<file path="config.mk">
export PLATFORM = sky130hd
export DESIGN_NAME = microwave_panel
export DESIGN_NICKNAME = d
export VERILOG_FILES = /design/src/rtl/microwave_panel.sv
export SDC_FILE = /design/constraint.sdc
export NUM_CORES = 1
export LEC_CHECK = 0
export CORE_MARGIN = 8
export CORE_UTILIZATION = 48
export CTS_BUF_LIST = sky130_fd_sc_hd__clkbuf_8 sky130_fd_sc_hd__clkbuf_16
export CTS_CLUSTER_DIAMETER = 80
export DETAILED_ROUTE_END_ITERATION = 8
export GPL_ROUTABILITY_DRIVEN = 1
export PLACE_DENSITY = 0.83
export SLEW_MARGIN = 20
export SYNTH_ARGS = -nofsm -noshare
export SYNTH_HDL_FRONTEND = slang
export SYNTH_SLANG_ARGS = --single-unit
</file>
<file path="constraint.sdc">
create_clock -name clk -period 2.07 [get_ports clk]
set_clock_uncertainty 0.2 [all_clocks]
set_input_delay 0.414 -clock clk [delete_from_list [all_inputs] [get_ports clk]]
set_output_delay 0.414 -clock clk [all_outputs]
set_load 0.01 [all_outputs]
</file>
<file path="src/rtl/microwave_panel.sv">
// rtl/microwave_panel.sv - microwave front-panel controller (buttons/door to cook time, run request, beeper)
//
// Purpose: turns debounced operator buttons and the door sensor into the cook
// time tin and run request r for the range stage, watches the range stage's
// busy flag for completion and drives a fixed-length completion beep.
//
// Ports:
//   clk        in   sole clock, rising edge
//   rst        in   asynchronous active-low reset
//   btn_add    in   add one time unit (level, debounced)
//   btn_start  in   start / resume (level, debounced)
//   btn_stop   in   stop / cancel (level, debounced)
//   door       in   door sensor, 1 = open
//   busy       in   running flag from the range stage
//   tin[3:0]   out  cook time presented to the range stage (registered)
//   r          out  run request (registered)
//   beep       out  completion beeper drive (registered)

module microwave_panel #(
    parameter int MAX_TIME = 15,
    parameter int BEEP_LEN = 8
) (
    input  logic       clk,
    input  logic       rst,
    input  logic       btn_add,
    input  logic       btn_start,
    input  logic       btn_stop,
    input  logic       door,
    input  logic       busy,
    output logic [3:0] tin,
    output logic       r,
    output logic       beep
);

    localparam logic [2:0] S_IDLE  = 3'd0;
    localparam logic [2:0] S_SET   = 3'd1;
    localparam logic [2:0] S_RUN   = 3'd2;
    localparam logic [2:0] S_PAUSE = 3'd3;
    localparam logic [2:0] S_DONE  = 3'd4;

    localparam logic [3:0] MAX_T     = 4'(MAX_TIME);
    // The fall-detect cycle is itself the first beep cycle, so load one less.
    localparam logic [7:0] BEEP_LOAD = 8'(BEEP_LEN - 1);

    logic [2:0] state;
    logic [2:0] state_nx;
    logic [3:0] tin_nx;
    logic [7:0] cnt;
    logic [7:0] cnt_nx;

    logic add_q;
    logic start_q;
    logic stop_q;
    logic busy_q;

    logic add_ev;
    logic start_ev;
    logic stop_ev;
    logic busy_fall;

    // Edge registers start at 0, so a button held through reset release
    // yields one press event on the first clock.
    assign add_ev    = btn_add & ~add_q;
    assign start_ev  = btn_start & ~start_q;
    assign stop_ev   = btn_stop & ~stop_q;
    assign busy_fall = busy_q & ~busy;

    // Priority door > stop > busy-fall > start > add; each branch takes at most
    // one action. Door only has an action of its own in RUN; elsewhere it
    // merely blocks start.
    always_comb begin
        state_nx = state;
        tin_nx   = tin;
        cnt_nx   = cnt;
        case (state)
            S_IDLE: begin
                if (add_ev) begin
                    state_nx = S_SET;
                    tin_nx   = 4'd1;
                end
            end
            S_SET, S_PAUSE: begin
                if (stop_ev) begin
                    state_nx = S_IDLE;
                    tin_nx   = 4'd0;
                end else if (start_ev && !door) begin
                    state_nx = S_RUN;
                end else if (add_ev) begin
                    tin_nx = (tin >= MAX_T) ? MAX_T : tin + 4'd1;
                end
            end
            S_RUN: begin
                // tin stays frozen here; add and start are ignored.
                if (door || stop_ev) begin
                    state_nx = S_PAUSE;
                end else if (busy_fall) begin
                    state_nx = S_DONE;
                    tin_nx   = 4'd0;
                    cnt_nx   = BEEP_LOAD;
                end
            end
            S_DONE: begin
                if (stop_ev || cnt == 8'd0) begin
                    state_nx = S_IDLE;
                    cnt_nx   = 8'd0;
                end else begin
                    cnt_nx = cnt - 8'd1;
                end
            end
            default: begin
                state_nx = S_IDLE;
                tin_nx   = 4'd0;
                cnt_nx   = 8'd0;
            end
        endcase
    end

    always_ff @(posedge clk or negedge rst) begin
        if (!rst) begin
            state   <= S_IDLE;
            tin     <= 4'd0;
            cnt     <= 8'd0;
            r       <= 1'b0;
            beep    <= 1'b0;
            add_q   <= 1'b0;
            start_q <= 1'b0;
            stop_q  <= 1'b0;
            busy_q  <= 1'b0;
        end else begin
            state   <= state_nx;
            tin     <= tin_nx;
            cnt     <= cnt_nx;
            r       <= (state_nx == S_RUN);
            beep    <= (state_nx == S_DONE);
            add_q   <= btn_add;
            start_q <= btn_start;
            stop_q  <= btn_stop;
            busy_q  <= busy;
        end
    end

endmodule

</file>
==> impl_metrics.py <==
metrics = {
    "die": {
        "die_area_um2": 4010,
        "floorplan.die.width_um": 63.3,
        "dieHeight_um": 63.3,
        "floorplan.rows": 17,
        "floorplan.initialDensity": 0.495,
        "core_area_um2": 2170,
        "ioPinCount": 13,
    },
    "synthesis": {
        "synth-compound-area-share": 0.256,
        "synth_seq_cells": 21,
        "synth_nets": 116,
        "synth_simple_gate_area_frac": 0.164,
        "synthDistinctLibCells": 36,
        "synth_warnings": 0,
        "dominant_combinational_cell_family_by_area_after_synthesis": "compound AO/OA/AOI/OAI gates",
        "synth_edf_count": 0,
        "synth_cells": 106,
        "avgSynthCellArea_um2": 10.1,
        "synth_mux_area_frac": 0.0140,
        "ys_dominant_reg_cell": "dfrtp_1",
        "yosys.area_share.xor_xnor": 0,
        "postSynth.asyncResetShare": 1.00,
        "synth.cell_area_um2": 1070,
        "ys_seq_area_frac": 0.489,
        "yosys.area_share.adder": 0.0349,
    },
    "clocking": {
        "max-clock-path-buffers": 2,
        "cts_root_buf": "clkbuf_8",
        "tritoncts_num_sinks": 21,
        "worstSkewPairLatency_ns": 0.26,
        "clk_transition_reported_paths_ns": 0.08,
        "tritoncts": "done",
        "clock_tree.htree_level_count": 1,
        "cts_buffers": 3,
    },
    "worst_setup_path": {
        "path_depth": 7,
        "crit_arrival_ns": 1.95,
        "critPathMaxFanout": 7,
        "timing.critical_path.slowest_stage_cell": "or4b_4",
        "critical_path_origin": "cnt[1]",
        "end_kind": "register",
        "crit_chain": "inv_1, ha_1, or4b_4, o211ai_4, buf_4, a21o_2, a21oi_1",
        "worstSetupPathType": "reg2reg",
        "worst_setup_path_start_kind": "register",
        "critical-path-top-delay-family": "simple AND/OR/NAND/NOR gates",
        "setup.worst_path.end": "cnt[2]",
        "cp_num_buf_inv": 2,
        "worst-endpoint-required_ns": 2.02,
        "timing.reg2reg.worst_path_depth": 7,
        "slowest_delay_ns": 0.48,
        "regToRegEndpoint": "cnt[2]",
        "rrSetupSlack_ns": 0.06,
        "regToRegStartpoint": "cnt[1]",
    },
    "place": {
        "dp_hpwl_mm": 1.83,
        "place_worst_setup_slack_ns": -0.310,
        "detailed_place.area_um2": 1290,
        "gpl.final_weighted_congestion": 0.819,
        "place_inst": 154,
        "place.port_buffers": 12,
    },
    "run_status": {
        "run_status": "completed",
    },
    "cells_and_area": {
        "layout.cells.non_filler": 161,
        "syn_to_final_growth_pct": 28.9,
        "finish.instance_area_um2": 1390,
        "layout-drive-gt1-share": 0.218,
        "nets": 144,
        "insertedDiodeCount": 0,
        "nFillCells": 195,
    },
    "grt": {
        "grt_first_pass_wirelength_mm": 4.47,
        "grt_pass1_vias": 1034,
        "grt_start_max_net_pins": 22,
        "groute.layer.met3.usage": 0.0389,
        "grt.busiest_layer": "met2",
        "gr-usage-met2": 0.245,
        "groute.layer.met1.usage": 0.144,
        "antenna_violations_before_repair": 0,
        "grt_usage": 0.134,
        "grt.overflow.total": 0,
    },
    "power": {
        "static-leakage-power_nw": 0.636,
        "power.ir.vdd_worst_mv": 0.633,
        "cellPowerDensity_nw_per_um2": 926,
    },
    "detailed_routing": {
        "detail_route.first_pass.iterations": 4,
        "routed_wl_mm": 2.62,
        "route.detailed.wl_per_inst_um": 16.3,
        "vias": 916,
        "drc_violations_left": 0,
        "via_per_inst": 5.69,
        "ant_nets": 0,
        "starting_drc_count_in_detailed_routing": 40,
    },
    "timing": {
        "timing.final.max_slew_violations": 0,
        "hold_slack_ns": 0.296,
        "unrepaired_setup_endpoints_after_global_routing": "true",
        "finalSetupTns_ns": 0,
        "clock.fmax_mhz": 499,
        "timing_hold_violations_final": 0,
        "post-route-period-util": 0.969,
        "timing.final.setup_violations": 0,
        "worst_slew_pin_slew_ns": 0.432,
        "timing.max_slew.rel_slack": 0.710,
        "finalWorstPathRequiredPeriod_ns": 2.01,
        "fin_ws_ns": 0.0645,
    },
    "run": {
        "max-cap-violations": 0,
    },
    "worst_hold_path": {
        "hold_class": "in2async",
    },
}
[how the worst min path moves through the flow]
stage | startpoint | endpoint | slack (ns) | depth (start not counted)
2_1_floorplan | rst | add_q | -0.08 | 0
3_3_place_gp | cnt[6] | cnt[6] | 0.27 | 2
3_5_place_dp | cnt[6] | cnt[6] | 0.28 | 2
4_1_cts | rst | cnt[5] | 0.30 | 2
5_1_grt | rst | cnt[6] | 0.31 | 2
6_report | rst | cnt[5] | 0.30 | 2
[Yosys cell counts (all sizes together), types with 2 or more instances]
| cell | instances | area share |
|---|---|---|
| dfrtp | 21 | 0.49 |
| a21oi | 12 | 0.056 |
| nor2 | 9 | 0.031 |
| o21ai | 8 | 0.037 |
| inv | 7 | 0.024 |
| nand2b | 6 | 0.035 |
| nand2 | 4 | 0.014 |
| a21o | 3 | 0.022 |
| ha | 3 | 0.035 |
| nand3 | 3 | 0.014 |
| nor2b | 3 | 0.017 |
| o31ai | 3 | 0.021 |
| a31oi | 2 | 0.012 |
| a41oi | 2 | 0.023 |
| buf | 2 | 0.017 |
| o21a | 2 | 0.014 |
[sequential cells by signal, summed over array words and instances, names as in the netlist]
name,flops
cnt,8
tin,4
state,3
add_q,1
beep,1
busy_q,1
r,1
start_q,1
stop_q,1
[layout by cell type (no fill, tap or decap), types with 3 or more instances in the layout]
cell type | netlist | layout
ha_1 | 3 | 3
nand3_1 | 3 | 3
buf_4 | 1 | 13
nand2_1 | 4 | 4
dfrtp_1 | 21 | 20
inv_1 | 7 | 7
o21ai_0 | 6 | 6
a21oi_1 | 12 | 12
nor2_1 | 9 | 9
clkbuf_8 | 0 | 3
o31ai_1 | 3 | 3
clkdlybuf4s50_1 | 0 | 12
nand2b_1 | 6 | 6
[layout make-up]
type	count	area, um^2	area share
tap	28	35.0	0.0253
multi-input combinational	76	531	0.383
inverter	7	26.3	0.0190
clock buffer	3	41.3	0.0298
clock inverter	1	7.51	0.00542
timing repair buffer	25	218	0.157
sequential	21	527	0.380
[cells by family (layout without fill, tap and decap cells)]
| group | after synthesis | after routing |
|---|---|---|
| muxes | 1 | 1 |
| adders and majority gates | 3 | 3 |
| DFF | 21 | 21 |
| AOI/OAI and AO/OA | 40 | 40 |
| and+or+nand+nor | 32 | 32 |
| buffers and inverters | 9 | 36 |
[layer usage]
metal,vias to the layer above,part of all wire
li1,444,-
met1,455,0.43
met2,15,0.53
met3,2,0.043
met4,0,0.0023
met5,-,0
[through the flow]
step,utilization,power (mW)
after floorplan,-,0.774
after global placement,0.593,0.961
after detailed placement,0.593,0.994
after CTS,0.630,1.28
after global routing,0.638,1.37
final,0.638,1.28
[timing repair]
item | 4_1_cts | 5_1_grt
setup buffers | 3 | 0
hold endpoints to repair | 0 | 0
hold buffers | 0 | 0
endpoints found under the setup margin | 12 | 9
gates resized for setup | 1 | 5
pin swaps | 2 | 1
[report_power, final]
group	switching, mW	total (mW)	internal, mW
clock	0.137	0.273	0.136
combinational	0.228	0.457	0.229
sequential	0.0752	0.553	0.478
total	0.440	1.28	0.843
No activity file was read; power rests on OpenSTA's default activity.
==> edit: new RTL, same flow settings <==
Make the reset (`rst`) synchronous in one clocked block. Comments in the files are not updated.
--- a/src/rtl/microwave_panel.sv
+++ b/src/rtl/microwave_panel.sv
@@ -117,3 +117,3 @@
 
-    always_ff @(posedge clk or negedge rst) begin
+    always_ff @(posedge clk) begin
         if (!rst) begin
Check against the original RTL: differs if rst is asserted again (counterexample within 4 cycles, from zero or initial values and one cycle with rst low); with rst held inactive, the same outputs for 10 cycles.
==> edit against the original RTL <==
  * Area after synthesis rose by 13%
  * Setup slack improved by 0.014 ns
  * Sequential share of layout area fell by 11 points
  * Design area rose by 11%
  * Count of clock-buffer cells in the layout did not move
  * Wire length rose by 11%
  * Sequential cell count did not move
  * First-iteration DRC count rose by 75%
  * Critical path type is now input port to register
Power is not compared: it rests on default switching activity, and its combinational part moved more than twofold at a synthesized area within 25%.
==> edit: results (changes against the original RTL) <==
| Metric | Value |
|---|---|
| GP Congestion | 0.906 (+11%) |
| Post-Route WL | 2.91 mm (+11%) |
| Yosys warns | 0 (unchanged) |
| DR vias | 1147 (+25%) |
| Post-DR vias/cell | 5.88 (+3.4%) |
| Total Nets Final | 176 (+22%) |
| Hold_ws | 0.292 ns (-0.00461 ns) |
| Most used flip-flop cell after synthesis | dfxtp_1 |
| Initial DRC count | 70 (+75%) |
| Hold path start | btn_stop |
| # fillers | 217 (+11%) |
| Slew HR | 0.711 (+0.00139) |
| DP HPWL | 2.28 mm (+25%) |
| Area after DPL | 1470 µm² (+14%) |
| Post-Synthesis Cells | 135 (+27%) |
| Post-Place Setup Slack | -0.219 ns (+0.0910 ns) |
| FF-to-FF End | cnt[4]$_SDFFE_PN0P_ |
| Library cells used by synthesis | 50 (+39%) |
| R2R setup slack | 0.13 ns (+0.07 ns) |
| Syn nets | 145 (+25%) |
| Cts repair resizes | 0 (-1) |
| Status | complete, no violations |
| Dpl cells | 191 (+24%) |
| Largest net degree at the start of global routing | 13 (-41%) |
| Synth area leaders | dfxtp_1, nand2_1, a21oi_1 |
| CP Max Fanout | 3 (-4) |
| Top cells by count, synth | dfxtp_1, nand2_1, inv_1 |
| Register area | 420 µm² (-20%) |
| First-pass GRT wire length | 5.02 mm (+12%) |
| Tot Pwr | 0.822 mW |
edit: changes by cell type after synthesis, moves of 4 or more:
cell / change
a21oi_1: -4
dfrtp_1: -21
dfxtp_1: +21
nand2_1: +10
nor2_1: -6
nor3_1: +4
edit: how the worst max path moves through the flow:
stage          cells after the start  slack [ns]                   to                start
2_1_floorplan                      7        0.17  cnt[0]$_SDFFE_PN0P_  cnt[0]$_SDFFE_PN0P_
3_3_place_gp                       6       -0.15         r$_SDFF_PN0_            btn_start
3_5_place_dp                       6       -0.22         r$_SDFF_PN0_            btn_start
4_1_cts                            6        0.06         r$_SDFF_PN0_            btn_start
5_1_grt                            6      -0.008         r$_SDFF_PN0_            btn_start
6_report                           6        0.08         r$_SDFF_PN0_                 door
edit: routing by layer:
layer | vias up | global-route usage | wire length (µm)
met5 | - | 0 | 0
met2 | 32 | 0.245 | 1530
met3 | 9 | 0.0441 | 145
li1 | 563 | - | -
met4 | 0 | 0.0933 | 75
met1 | 543 | 0.152 | 1170
edit: layout make-up:
class | instances | area share
flip-flops and latches | 21 | 0.274
clock buffers | 3 | 0.0269
well taps | 30 | 0.0245
clock inverters | 1 | 0.00327
repair buffers | 31 | 0.173
multi-input cells | 98 | 0.471
inverters | 11 | 0.0269
edit: cell families (layout without fill, tap and decap cells):
| logic type | after synthesis | in the layout | share of synthesized area |
|---|---|---|---|
| fa+ha+maj | 3 | 3 | 0.0310 |
| flops | 21 | 21 | 0.347 |
| buf+inv | 16 | 46 | 0.0712 |
| compound gates | 39 | 39 | 0.278 |
| mux | 2 | 2 | 0.0165 |
| simple gates | 54 | 54 | 0.257 |
edit: worst max-delay path: stages:
cell             delay, ns
clkdlybuf4s50_1       0.45
nor3b_2               0.19
buf_4                 0.16
nor3_1                0.06
a311o_1               0.35
a2111oi_2             0.33
